**src/rtl/i2s_transmitter_pkg.sv**
```systemverilog
// i2s_transmitter_pkg: shared I2S parameter defaults and state type.
package i2s_transmitter_pkg;
  localparam int NUMBER_OF_BITS_DEF = 16;
  localparam int SLOT_BITS_DEF = 32;
  typedef enum logic {IDLE, RUN} state_t;
endpackage

```
**src/rtl/i2s_sample_holder.sv**
```systemverilog
// i2s_sample_holder: one-entry stereo holding register with valid/ready handshake.
module i2s_sample_holder #(
  parameter int W = 16
) (
  input  logic         clk,
  input  logic         reset,
  input  logic         valid,
  input  logic         take,
  input  logic [W-1:0] left_in,
  input  logic [W-1:0] right_in,
  output logic         ready,
  output logic         full,
  output logic [W-1:0] left_out,
  output logic [W-1:0] right_out
);
  logic full_q, full_d, accept;
  logic [W-1:0] left_q, left_d, right_q, right_d;
  // A take while empty leaves the register free, so a coincident accept still lands here.
  always_comb begin
    accept = valid & ~full_q;
    full_d = accept ? 1'b1 : (take ? 1'b0 : full_q);
    left_d = accept ? left_in : left_q;
    right_d = accept ? right_in : right_q;
  end
  always_ff @(posedge clk) begin
    if (reset) begin
      full_q <= 1'b0;
      left_q <= '0;
      right_q <= '0;
    end else begin
      full_q <= full_d;
      left_q <= left_d;
      right_q <= right_d;
    end
  end
  assign ready = ~full_q;
  assign full = full_q;
  assign left_out = left_q;
  assign right_out = right_q;
endmodule

```
**src/rtl/i2s_transmitter.sv**
```systemverilog
// i2s_transmitter: I2S serializer with frame-aligned enable and underrun tracking.
module i2s_transmitter
  import i2s_transmitter_pkg::*;
#(
  parameter int NUMBER_OF_BITS = NUMBER_OF_BITS_DEF,
  parameter int SLOT_BITS = SLOT_BITS_DEF
) (
  input  logic                      clk,
  input  logic                      reset,
  input  logic                      enable,
  input  logic                      sample_valid,
  output logic                      sample_ready,
  input  logic [NUMBER_OF_BITS-1:0] sample_left,
  input  logic [NUMBER_OF_BITS-1:0] sample_right,
  output logic                      ws_out,
  output logic                      sd_out,
  output logic                      frame_start,
  output logic                      underrun,
  output logic [7:0]                underrun_count
);
  localparam int CW = $clog2(2 * SLOT_BITS);
  localparam logic [CW-1:0] LAST = CW'(2 * SLOT_BITS - 1);
  localparam logic [CW-1:0] SLOT = CW'(SLOT_BITS);
  localparam logic [CW-1:0] L_END = CW'(NUMBER_OF_BITS);
  localparam logic [CW-1:0] R_BEG = CW'(SLOT_BITS + 1);
  localparam logic [CW-1:0] R_END = CW'(SLOT_BITS + NUMBER_OF_BITS);
  state_t state_q, state_d;
  logic [CW-1:0] cnt_q, cnt_d;
  logic [NUMBER_OF_BITS-1:0] left_q, left_d, right_q, right_d, held_l, held_r;
  logic urun_q, urun_d, fb, wrap, in_l, in_r, full;
  logic [7:0] ucnt_q, ucnt_d;
  i2s_sample_holder #(.W(NUMBER_OF_BITS)) u_holder (
    .clk(clk),
    .reset(reset),
    .valid(sample_valid),
    .take(fb),
    .left_in(sample_left),
    .right_in(sample_right),
    .ready(sample_ready),
    .full(full),
    .left_out(held_l),
    .right_out(held_r)
  );
  // Data bits sit one clock after each ws edge; shift registers present their MSB on sd_out.
  always_comb begin
    wrap = state_q == RUN && cnt_q == LAST;
    fb = enable && (state_q == IDLE || wrap);
    in_l = state_q == RUN && cnt_q != '0 && cnt_q <= L_END;
    in_r = state_q == RUN && cnt_q >= R_BEG && cnt_q <= R_END;
    state_d = fb ? RUN : (wrap ? IDLE : state_q);
    cnt_d = (fb || wrap) ? '0 : (state_q == RUN ? cnt_q + 1'b1 : cnt_q);
    left_d = fb ? (full ? held_l : '0) : (in_l ? left_q << 1 : left_q);
    right_d = fb ? (full ? held_r : '0) : (in_r ? right_q << 1 : right_q);
    urun_d = fb ? ~full : urun_q;
    ucnt_d = (fb && !full && ucnt_q != 8'hFF) ? ucnt_q + 8'd1 : ucnt_q;
  end
  always_ff @(posedge clk) begin
    if (reset) begin
      state_q <= IDLE;
      cnt_q <= '0;
      left_q <= '0;
      right_q <= '0;
      urun_q <= 1'b0;
      ucnt_q <= '0;
    end else begin
      state_q <= state_d;
      cnt_q <= cnt_d;
      left_q <= left_d;
      right_q <= right_d;
      urun_q <= urun_d;
      ucnt_q <= ucnt_d;
    end
  end
  always_comb begin
    ws_out = state_q == RUN && cnt_q >= SLOT;
    sd_out = in_l ? left_q[NUMBER_OF_BITS-1] : (in_r ? right_q[NUMBER_OF_BITS-1] : 1'b0);
    frame_start = state_q == RUN && cnt_q == '0;
    underrun = frame_start && urun_q;
    underrun_count = ucnt_q;
  end
endmodule

```
**config.mk**
```make
export PLATFORM = sky130hd
export DESIGN_NAME = i2s_transmitter
export DESIGN_NICKNAME = d
export VERILOG_FILES = /design/src/rtl/i2s_transmitter_pkg.sv /design/src/rtl/i2s_sample_holder.sv /design/src/rtl/i2s_transmitter.sv
export SDC_FILE = /design/constraint.sdc
export NUM_CORES = 1
export LEC_CHECK = 0
export ABC_CLOCK_PERIOD_IN_PS = 3410
export CAP_MARGIN = 0
export CORE_MARGIN = 4
export CORE_UTILIZATION = 50
export DETAILED_ROUTE_END_ITERATION = 10
export PLACE_DENSITY = 0.8
export RECOVER_POWER = 25
export SYNTH_ARGS = -nofsm -noshare
export SYNTH_HDL_FRONTEND = slang
export SYNTH_SLANG_ARGS = --single-unit
export TNS_END_PERCENT = 5
```
**constraint.sdc**
```tcl
create_clock -name clk -period 3.41 [get_ports clk]
set_input_delay 0.8525 -clock clk [delete_from_list [all_inputs] [get_ports clk]]
set_output_delay 0.8525 -clock clk [all_outputs]
set_load 0.1 [all_outputs]
```
==> impl_metrics.toml <==
[min_path]
hold_path_depth = 2
holdCritPathClass = "flip-flop to flip-flop"
min-delay-start = "u_holder.left_out[11]$_SDFFE_PP0P_"

[cts]
cts_tree = "yes"
cts_num_sinks = 81
cts_hold_buf = 0
cts_resized = 0
cts_max_level = 3
postCtsSetupBuffers = 0
cts_buffer_depth = 2
clock_latency_ns = 0.35
cts_root_buffer = "clkbuf_8"
clkSlewWorstSetupHoldPaths_ns = 0.08
cts_buffers = 9

[floorplan]
die_area_um2 = 8350
die_width_um = 91.4
io_pins = 49
initial_utilization_pct = 51.2
num_rows = 30
die_h_um = 91.4
core_area_um2 = 6790

[route]
wl_per_cell_um = 14.6
drt-pass1-iter-count = 4
drt-vias-per-instance = 5.59
ant_nets = 0
detail_route.iter0.violations = 173
drc = 0
vias = 2910
wl_mm = 7.61

[worst_setup_path]
max_stage_delay_ns = 0.42
crit_start = "cnt_q[0]$_SDFFE_PP0P_"
path_buf_inv = 2
worst_setup_path_start_kind = "flip-flop"
crit_slowest_cell = "or3b_4"
crit_path_end_kind = "output port"
cp_num_cells = 7
r2r_slack_ns = 1.23
path_max_fanout = 5
setup.worst_path.class = "flip-flop to output port"
rr_worst_depth = 6
timing.rr.start = "cnt_q[0]$_SDFFE_PP0P_"
worstPathCellList = "inv_1, ha_1, or3b_4, mux2_2, nor2_1, a32o_1, buf_12"
arrival_ns = 2.21
cpLargestDelayFamily = "simple AND/OR/NAND/NOR gates"
required_ns = 2.56

[sta]
setup_viol = 0
fmax_mhz = 327
skew_ns = 0.00652
fin_ws_ns = 0.349
setup_tns_ns = 0
worst_slew_pin_slew_ns = 1.38
post-route-period-util_pct = 89.8
rsz0062_at_grt = "no"
whs_ns = 0.455
period_needed_ns = 3.06
final_hold_viol_count = 0
slew_headroom_pct = 8.14
slew_viol_final = 0

[global_routing]
antenna_found_initial = 0
grt_pass1_vias = 2749
grt_usage_pct = 18.9
grt_pass1_wl_mm = 12.8
grt.overflow.total = 0
grt_max_degree = 34

[flow_run]
maxCapViolations = 0

[power_and_ir_drop]
vdd_ir_drop_max_v = 0.000223
p_per_area_nw_per_um2 = 462
p_leak_nw = 1.60

[synth]
ys_warn_count = 0
syn_area_um2 = 3480
async_reset_ff_share_pct = 0
ys.flop_type = "dfxtp_1"
avgSynthCellArea_um2 = 9.08
synth_area_leaders = "dfxtp_1 47%, a221o_1 8.3%, nand2_1 7.6%"
synth-seq-cells = 81
netlist-cell-type-count = 49
synth_edf_count = 0
syn_nets = 424
seq_area_frac_synth_pct = 46.6
yosys.area.top_type = "dfxtp_1"
synth_top_cell_area_share_pct = 46.6
syn_inst = 383

[cells_and_area]
area_growth_pct = 20.4
post-route-util_pct = 61.7
antenna_cells = 0
fillers = 608
drive_gt1_share_pct = 10.8
finalNetCount = 462

[status]
status = "finished, final reports clean"

[placed_design]
hpwl_mm = 5.00
gp_congestion = 0.887
pre_cts_ws_ns = 0.620
port_buffers = 48
final timing paths:
| kind | to |
|---|---|
| max | sd_out |
| max reg2reg | right_q[2]$_SDFFE_PP0P_ |
| min reg2reg | u_holder.left_out[11]$_SDFFE_PP0P_ |
| min | u_holder.left_out[11]$_SDFFE_PP0P_ |
sequential cells by signal, summed over array words and instances, names as in the netlist:
| register | cells |
|---|---|
| underrun_count | 8 |
| right_q | 16 |
| state_q | 1 |
| u_holder.left_out | 16 |
| left_q | 16 |
| cnt_q | 6 |
| u_holder.right_out | 16 |
| urun_q | 1 |
| u_holder.full | 1 |
synthesized netlist by cell type (3+ instances only):
library cell,count
mux2_2,3
o31ai_1,4
ha_1,5
nor2_1,16
a211oi_1,3
buf_6,3
a21oi_1,42
or4_1,3
nand4_1,6
a221o_1,29
buf_2,6
inv_1,9
and2_1,15
and4_1,14
a31oi_1,3
nand2_1,70
xnor2_1,4
and3_1,5
nand3_1,7
clkbuf_1,18
nor2b_1,4
dfxtp_1,81
cell families after synthesis:
kind of cell,synth area share [%]
compound gates,19.4
xor+xnor,1.51
fa+ha+maj,1.80
buf+inv,5.22
flops,46.6
mux,1.91
simple gates,23.6
through the flow:
| stage | cells | total power [mW] | cell area [um^2] |
|---|---|---|---|
| floorplan | 383 | 1.17 | 3490 |
| finish | 521 | 1.93 | 4190 |
| detailed placement | 506 | 1.25 | 3990 |
| global route | 521 | 2.01 | 4190 |
| global placement | 506 | 1.24 | 3990 |
| CTS | 521 | 1.95 | 4200 |
power by group:
group | total (mW) | switching [mW] | internal, mW
clock | 0.710 | 0.334 | 0.376
combinational | 0.219 | 0.129 | 0.0898
sequential | 1.01 | 0.0274 | 0.978
layer usage:
metal | vias to the layer above | global-route usage, % | share of wire (%)
met2 | 80 | 28.4 | 44
met1 | 1356 | 26.0 | 49
met5 | - | 0 | 0
met4 | 0 | 8.17 | 2.0
met3 | 13 | 4.14 | 5.4
li1 | 1461 | - | -
worst min-delay path: stages (launching register included):
cell,delay [ns]
dfxtp_1,0.31
nand2_1,0.05
a21oi_1,0.05
cells in the final DEF, fill, tap and decap left out, types with 6 or more instances in the layout:
cell,n
dfxtp_1,81
nand2_1,70
a21oi_1,42
clkdlybuf4s50_1,33
a221o_1,29
buf_4,19
nor2_1,16
and2_1,14
and4_1,14
clkbuf_8,11
inv_1,9
nand3_1,7
nand4_1,6
layout make-up:
class | count | area (um^2) | share of cell area [%]
Sequential cell | 81 | 1620 | 38.7
Multi-Input combinational cell | 263 | 1690 | 40.4
Timing Repair Buffer | 57 | 520 | 12.4
Clock buffer | 11 | 151 | 3.61
Tap cell | 96 | 120 | 2.87
Clock inverter | 4 | 51.3 | 1.22
Inverter | 9 | 33.8 | 0.806
No activity file was read; power rests on OpenSTA's default activity.
